==> src/rtl/uart_tx_fifo.sv <==
// Buffered UART transmitter with runtime bit period, parity and stop-bit selection.
// Words enter a FIFO on a valid/ready stream and are sent back to back with no idle gap.
module uart_tx_fifo #(
    parameter int unsigned DATA_BITS  = 8,
    parameter int unsigned FIFO_DEPTH = 16,
    parameter int unsigned DIV_W      = 16
) (
    input  logic                        clk,
    input  logic                        rstn,
    input  logic                        s_valid,
    input  logic [DATA_BITS-1:0]        s_data,
    output logic                        s_ready,
    input  logic [DIV_W-1:0]            cfg_div,
    input  logic [1:0]                  cfg_parity,
    input  logic                        cfg_stop2,
    output logic                        tx,
    output logic                        busy,
    output logic [$clog2(FIFO_DEPTH):0] level,
    output logic                        frame_done
);
    localparam int unsigned PTR_W = $clog2(FIFO_DEPTH);
    localparam int unsigned LVL_W = PTR_W + 1;
    localparam int unsigned BIT_W = $clog2(DATA_BITS) + 1;

    typedef enum logic [2:0] {IDLE, START, DATA, PARITY, STOP} state_t;

    logic [DATA_BITS-1:0] mem [FIFO_DEPTH];
    logic [PTR_W-1:0]     wr_ptr;
    logic [PTR_W-1:0]     rd_ptr;
    logic                 push;
    logic                 pop_c;
    logic [DATA_BITS-1:0] head;

    state_t               state_q, state_d;
    logic [DIV_W-1:0]     div_q, div_d;
    logic [DIV_W-1:0]     div_cnt_q, div_cnt_d, div_step;
    logic [BIT_W-1:0]     bit_cnt_q, bit_cnt_d;
    logic [DATA_BITS-1:0] shift_q, shift_d;
    logic                 par_en_q, par_en_d;
    logic                 par_bit_q, par_bit_d;
    logic                 stop2_q, stop2_d;
    logic                 tx_d;
    logic                 frame_done_d;
    logic                 last_tick;
    logic                 load_frame;

    assign s_ready = (level != LVL_W'(FIFO_DEPTH));
    assign push    = s_valid && s_ready;
    assign head    = mem[rd_ptr];
    assign busy    = (state_q != IDLE) || (level != '0);

    // FIFO storage needs no reset: contents are only read below the level count
    always_ff @(posedge clk) begin
        if (push) mem[wr_ptr] <= s_data;
    end

    always_ff @(posedge clk or negedge rstn) begin
        if (!rstn) begin
            wr_ptr <= '0;
            rd_ptr <= '0;
            level  <= '0;
        end else begin
            if (push)  wr_ptr <= wr_ptr + PTR_W'(1);
            if (pop_c) rd_ptr <= rd_ptr + PTR_W'(1);
            if (push && !pop_c)      level <= level + LVL_W'(1);
            else if (!push && pop_c) level <= level - LVL_W'(1);
        end
    end

    // Frame state and shadow configuration register
    always_ff @(posedge clk or negedge rstn) begin
        if (!rstn) begin
            state_q    <= IDLE;
            div_q      <= DIV_W'(1);
            div_cnt_q  <= '0;
            bit_cnt_q  <= '0;
            shift_q    <= '0;
            par_en_q   <= 1'b0;
            par_bit_q  <= 1'b0;
            stop2_q    <= 1'b0;
            tx         <= 1'b1;
            frame_done <= 1'b0;
        end else begin
            state_q    <= state_d;
            div_q      <= div_d;
            div_cnt_q  <= div_cnt_d;
            bit_cnt_q  <= bit_cnt_d;
            shift_q    <= shift_d;
            par_en_q   <= par_en_d;
            par_bit_q  <= par_bit_d;
            stop2_q    <= stop2_d;
            tx         <= tx_d;
            frame_done <= frame_done_d;
        end
    end

    assign last_tick = (div_cnt_q == div_q - DIV_W'(1));
    assign div_step  = last_tick ? '0 : div_cnt_q + DIV_W'(1);

    always_comb begin
        state_d      = state_q;
        div_d        = div_q;
        div_cnt_d    = div_cnt_q;
        bit_cnt_d    = bit_cnt_q;
        shift_d      = shift_q;
        par_en_d     = par_en_q;
        par_bit_d    = par_bit_q;
        stop2_d      = stop2_q;
        pop_c        = 1'b0;
        load_frame   = 1'b0;
        tx_d         = 1'b1;
        frame_done_d = 1'b0;

        case (state_q)
            IDLE: begin
                if (level != '0) load_frame = 1'b1;
            end
            START: begin
                div_cnt_d = div_step;
                if (last_tick) begin
                    state_d   = DATA;
                    bit_cnt_d = '0;
                end
            end
            DATA: begin
                div_cnt_d = div_step;
                if (last_tick) begin
                    shift_d = shift_q >> 1;
                    if (bit_cnt_q == BIT_W'(DATA_BITS - 1)) begin
                        bit_cnt_d = '0;
                        state_d   = par_en_q ? PARITY : STOP;
                    end else begin
                        bit_cnt_d = bit_cnt_q + BIT_W'(1);
                    end
                end
            end
            PARITY: begin
                div_cnt_d = div_step;
                if (last_tick) begin
                    bit_cnt_d = '0;
                    state_d   = STOP;
                end
            end
            STOP: begin
                div_cnt_d = div_step;
                if (last_tick) begin
                    if (stop2_q && (bit_cnt_q == '0)) begin
                        bit_cnt_d = BIT_W'(1);
                    end else if (level != '0) begin
                        load_frame = 1'b1;
                    end else begin
                        bit_cnt_d = '0;
                        state_d   = IDLE;
                    end
                end
            end
            default: state_d = IDLE;
        endcase

        // Pop the head word and snapshot the link configuration for the whole frame
        if (load_frame) begin
            pop_c     = 1'b1;
            state_d   = START;
            div_cnt_d = '0;
            bit_cnt_d = '0;
            shift_d   = head;
            div_d     = (cfg_div == '0) ? DIV_W'(1) : cfg_div;
            par_en_d  = (cfg_parity != 2'b00);
            stop2_d   = cfg_stop2;
            case (cfg_parity)
                2'b01:   par_bit_d = ^head;
                2'b10:   par_bit_d = ~^head;
                default: par_bit_d = 1'b1;
            endcase
        end

        case (state_d)
            START:   tx_d = 1'b0;
            DATA:    tx_d = shift_d[0];
            PARITY:  tx_d = par_bit_d;
            default: tx_d = 1'b1;
        endcase

        // Registered pulse lands on the last clock of the final stop bit
        frame_done_d = (state_d == STOP) && (div_cnt_d == div_d - DIV_W'(1)) &&
                       (bit_cnt_d == (stop2_d ? BIT_W'(1) : BIT_W'(0)));
    end
endmodule

==> config.mk <==
export PLATFORM = sky130hd
export DESIGN_NAME = uart_tx_fifo
export DESIGN_NICKNAME = d
export VERILOG_FILES = /design/src/rtl/uart_tx_fifo.sv
export SDC_FILE = /design/constraint.sdc
export NUM_CORES = 1
export LEC_CHECK = 0
export BUFFER_PORTS_ARGS = -buffer_cell sky130_fd_sc_hd__buf_2
export CAP_MARGIN = 20
export CELL_PAD_IN_SITES_DETAIL_PLACEMENT = 2
export CELL_PAD_IN_SITES_GLOBAL_PLACEMENT = 2
export CORE_MARGIN = 2
export CORE_UTILIZATION = 39
export DETAILED_ROUTE_END_ITERATION = 8
export PLACE_DENSITY_LB_ADDON = 0.1
export SYNTH_ARGS = -nofsm -noshare
export SYNTH_HDL_FRONTEND = slang
export SYNTH_SLANG_ARGS = --single-unit
==> constraint.sdc <==
create_clock -name clk -period 5.3 [get_ports clk]
set_input_delay 0.265 -clock clk [delete_from_list [all_inputs] [get_ports clk]]
set_output_delay 0.265 -clock clk [all_outputs]
set_load 0.05 [all_outputs]
* Yosys cells after proc, flatten, opt, wreduce, memory -nomap -nowiden
Memory sizes are Yosys's and may differ from the RTL's.
Cells that the tools add are included.
** Storage, ports and cells
- Bits in registers :: 65
- Bits in latches :: 0
- Memory bits (writable) :: 128
- Memory bits (read-only) :: 0
- Bits of input ports :: 30
- Output and inout port bits :: 9
- Logic and storage cells :: 101
- Memories kept :: 1
** Memories
- mem :: words 16, bits a word 8, read ports 1, clocked after memory_dff 0, write ports 1, RTL line 27 : logic [DATA_BITS-1:0] mem [FIFO_DEPTH];
** Operators by class
- Add/sub/neg operators :: 8
- Multiply operators :: 0
- Div/mod/pow operators :: 0
- $lt $le $gt $ge :: 0
- Equality and inequality tests :: 15
- Shift-type cells :: 0
- Mux-type cells :: 40
- Bitwise logic cells :: 0
- Reductions and logical operators :: 23
** Operator list (count)
- two-way mux 16 bit :: 5
- equality test 16 bit :: 2
- subtractor 16 x 1 -> 16 bit, second input constant :: 2
- two-way mux 4 bit :: 7
- two-way mux 3 bit :: 9
- two-way mux 8 bit :: 3
- adder 16 x 1 -> 16 bit, second input constant :: 1
- logical NOT 16 bit :: 1
- case mux 3 bit (5 select lines) :: 1
- adder 4 x 1 -> 4 bit, second input constant :: 3
- equality test 3 x 2 -> 1 bit, second input constant :: 4
- case mux 4 bit (3 select lines) :: 1
- two-way mux 5 bit :: 2
- two-way mux 1 bit :: 9
- nonzero test 2 bit :: 4
- XNOR reduction 8 bit :: 1
- parity 8 bit :: 1
- equality test 3 x 1 -> 1 bit, second input constant :: 2
- equality test 3 bit, second input constant :: 2
- logical AND 1 bit :: 6
- adder 5 x 1 -> 5 bit, second input constant :: 1
- inequality test 5 bit, second input constant :: 1
- nonzero test 5 bit :: 1
- subtractor 5 x 1 -> 5 bit, second input constant :: 1
- other kinds (14) :: 16

* Logic depth before layout (Yosys ltp)
- Depth after elaboration :: 10
- Mapped depth :: 24

* Worst setup path before layout
No wires, ideal clock.
- Kind :: reg2reg
- From :: reg div_q[5]
- To :: reg frame_done
- Data arrival time :: 5.172 ns
- Data required time :: 5.204 ns
- Path slack :: 0.033 ns
- Stages on the path, launching flop included :: 24
- Path through :: dfrtp_1 -> or4_1 -> buf_2 -> or3_4 -> a2111oi_4 -> and3_2 -> nand4_4 -> nand2_2 -> buf_6 -> buf_4 -> clkbuf_1 -> nor2_1 -> a21oi_1 -> ha_1 -> inv_1 -> or3_1 -> nor3_1 -> xnor2_1 -> o21ai_1 -> o21ai_1 -> xnor2_1 -> or3b_1 -> a2111o_1 -> nor4_2
** Between the ends
- Longest elaborated chain between the ends :: 9
- Elaborated cells on any way between the ends :: 27
- Those cells by class :: 2 x add/sub; 4 x eq/ne; 19 x mux; 2 x reduce/logical
** RTL lines
- start, declared :: RTL line 35 : logic [DIV_W-1:0] div_q, div_d;
- start signal, assigned :: RTL line 85 : div_q <= div_d;
- subtractor 16 x 1 -> 16 bit :: RTL line 97 : assign last_tick = (div_cnt_q == div_q - DIV_W'(1));
- equality test 16 bit :: RTL line 97
- two-way mux 1 bit :: RTL line 146 : if (last_tick) begin
- case mux 1 bit (2 select lines) :: RTL line 114 : case (state_q)
- two-way mux 16 bit :: RTL line 161 : if (load_frame) begin
- subtractor 16 x 1 -> 16 bit :: RTL line 185 : frame_done_d = (state_d == STOP) && (div_cnt_d == div_d - DIV_W'(1)) &&
- equality test 16 bit :: RTL line 185
- logical AND 1 bit :: RTL line 185
- logical AND 1 bit (*) :: RTL line 185
- net frame_done_d :: RTL line 43 : logic frame_done_d;
- end signal, assigned :: RTL line 93 : frame_done <= frame_done_d;
- end, declared :: RTL line 19 : output logic frame_done
Mark *: on every way through the listed nets, which the timed path passes. The rest lies on a longest branch.
A chain may end at the register's enable or synchronous reset.

* Worst setup path in the final report
Ends and elaborated chain as after synthesis.

==> results.toml <==
[detailed_routing]
drt-total-wl_microns = 30400
dr.pass1.iters = 4
vias_per_cell = 5.69
wire_per_inst_microns = 25.3
routed-via-count = 6843
drtIter0Drc = 369
drc_errors = 0
antenna_left = 0

[global_routing]
grt_max_degree = 66
grt_use_total_pct = 24.0
gr-total-overflow = 0
antenna_found_initial = 0
grt_pass1_wl_microns = 47000
grt_pass1_vias = 7665

[pwr]
vdd_drop_max_uv = 196
leakagePower_nw = 4.29
power_density_nw_per_um2 = 383

[logic_synthesis]
yosys.area.top_type = "edfxtp_1"
synth_common_cells = "128 x edfxtp_1, 69 x nor2_1, 64 x nand2_1"
ys_async_sr_fraction_pct = 33.7
synth_area_sq_um = 9920
yosys_warnings = 0
synthTopCellsByArea = "edfxtp_1 39%, dfrtp_1 16%, mux2i_1 4.7%"
synth-seq-area-share_pct = 55.2
synth_nets = 868
syn-mean-instance-area_sq_um = 12.1
synthCells = 820
yosysMostFrequentCell = "edfxtp_1"
yosysTopAreaCellShare_pct = 38.8
synth_flop_cell = "edfxtp_1"
yosys_register_bits = 193
synth_cell_types = 79
synth-edff-count = 128

[worst_setup_path]
crit_fanout = 9
worst_ep_arrival_time_ps = 5380
cp.required_ps = 5650
start_kind = "flip-flop"
critPathMaxStageDelay_ps = 600
crit_path_cell_trace = "or4_4, or3_4, a2111oi_4, and3_4, nand4_4, nand2_4, nor2_1, a21oi_1, ha_2, inv_1, or3_1, nor3_1, xnor2_1, o21ai_1, o21ai_1, xnor2_1, or3b_1, a2111o_1, nor4_2"
cp_slowest_cell = "or4_4"
ff2ff_path_depth = 19
worst_setup_path_end_kind = "flip-flop"
criticalPathCategory = "flip-flop to flip-flop"

[floorplan]
row_count = 58
die_w_microns = 163
core_sq_um = 25100
dieArea_sq_um = 26700
start_util_pct = 39.5
io_pins = 39
die_y_microns = 163

[min_path]
min_path_cells = 3
hold_path.class = "input pin to flip-flop"

[timing]
slew_headroom_pct = 25.1
fmax_ghz = 0.199
fin_crit_ps = 5030
rsz0062_at_grt = "no"
finalHoldViolations = 0
setup_viol = 0
whs_ps = 69.7
slew_violations = 0
setup_tns_ps = 0
worst_slew_pin_slew_ps = 1100
fin_crit_sh_pct = 94.9
layout_setup_ws_ps = 272
skew_ps = 17.3

[clock_network]
numCtsBuffers = 17
clock_latency_ps = 450
path_clk_slew_ps = 90
cts_tree = "built"
cts-root-buf = "clkbuf_16"
cts.sinks = 193
clock_path_buffers = 2
htreeDepth = 4

[placed_design]
gp_congestion = 0.902
hpwlAfterDp_microns = 22200
post-place-ws_ps = 169
io_buffers = 38
placed_cell_area_sq_um = 10500
placed_cells_incl_taps = 1167

[finish]
nNetsFinal = 907
num_antenna_cells = 0
area_growth_pct = 13.0
drive_gt1_share_pct = 16.3
final_cell_count_no_fill = 1202
final_area_sq_um = 11200
fillCellCount = 2547

[outcome]
status = "complete, no violations"

[flow_run]
cap_viol_max_count = 0
## registers in the layout, indices dropped and copies added (netlist names), 3 cells and up
register	flops
wr_ptr	4
div_cnt_q	16
mem	128
state_q	3
div_q	16
rd_ptr	4
shift_q	8
level	5
bit_cnt_q	4
## layout by cell type, fill, tap and decap left out, types with 6 or more instances in the layout
cell type / netlist / layout
buf_4: 3 / 20
and3_1: 10 / 10
dfrtp_1: 63 / 62
and4_1: 6 / 6
inv_1: 26 / 26
a22oi_1: 10 / 10
nor4_1: 12 / 10
edfxtp_1: 128 / 128
mux4_2: 16 / 16
nor2_1: 69 / 69
or3_1: 6 / 6
mux2i_1: 47 / 47
a221oi_1: 16 / 16
clkbuf_16: 0 / 17
a31oi_1: 9 / 8
buf_2: 2 / 38
nand2_1: 64 / 64
nand4_1: 12 / 12
o21ai_0: 26 / 26
nor3_1: 24 / 24
a21oi_1: 22 / 22
clkinv_8: 0 / 6
xor2_1: 19 / 19
nor3b_1: 7 / 7
xnor2_1: 49 / 49
nand3_1: 17 / 17
nand2b_1: 7 / 7
and2_1: 6 / 6
ha_1: 17 / 15
## cell type report
type / count / area, sq um / area share, %
Clock buffer: 17 / 425 / 3.80
Clock inverter: 15 / 215 / 1.92
Sequential cell: 193 / 5470 / 48.9
Multi-Input combinational cell: 559 / 4210 / 37.6
Inverter: 28 / 105 / 0.938
Timing Repair Buffer: 60 / 360 / 3.22
Tap cell: 330 / 413 / 3.69
## routing by layer
layer | vias to the layer above | wire [microns] | share of wire (%) | track usage (%)
li1 | 3131 | - | - | -
met1 | 3562 | 12700 | 42 | 29.3
met2 | 110 | 16500 | 54 | 44.4
met3 | 40 | 635 | 2.1 | 2.97
met4 | 0 | 690 | 2.3 | 6.58
met5 | - | 0 | 0 | 0
## timing repair
action	CTS	global route
setup endpoints to repair	0	1
hold buffers	1	1
setup buffers	0	1
endpoints found under the hold margin	1	3
gates resized for setup	0	8
## worst max-delay path: cells and delay by family, from the launching register on
family | cells | cell delay (ps)
and+or+nand+nor | 10 | 2760
AOI/OAI and AO/OA | 5 | 1160
DFF | 1 | 390
adders and majority gates | 1 | 260
xor gates and xnor gates | 2 | 260
buffers and inverters | 1 | 110
## power by group
| part | leakage [nW] | internal, W | switching (W) |
|---|---|---|---|
| Sequential | 1.95 | 0.00179 | 0.000162 |
| Clock | 0.303 | 0.000664 | 0.000735 |
| Combinational | 2.04 | 0.000369 | 0.000568 |
| Total | 4.29 | 0.00282 | 0.00147 |
## path summary, 6_finish.rpt
check / start / endpoint / slack, ps
setup / recovery: div_q[5] / frame_done / 270
hold / removal: cfg_div[7] / div_q[7] / 70
setup reg to reg: div_q[5] / frame_done / 270
hold reg to reg: shift_q[7] / shift_q[7] / 510
max in group asynchronous: rstn / rd_ptr[0] / 4090
min in group asynchronous: rstn / div_cnt_q[0] / 500
## logic make-up after synthesis
logic type	Yosys count	share of synthesized area [%]
flops	193	55.2
mux	71	9.36
xor+xnor	73	7.10
simple gates	263	13.7
compound gates	134	9.51
fa+ha+maj	18	2.35
buf+inv	68	2.79
## through the flow
step	total power (W)	util (%)
after global placement	0.00286	41.7
final	0.00429	44.6
after floorplan	0.00260	-
after detailed placement	0.00292	41.8
after CTS	0.00433	44.4
after global routing	0.00448	44.6
(Power assumes the default switching activity.)
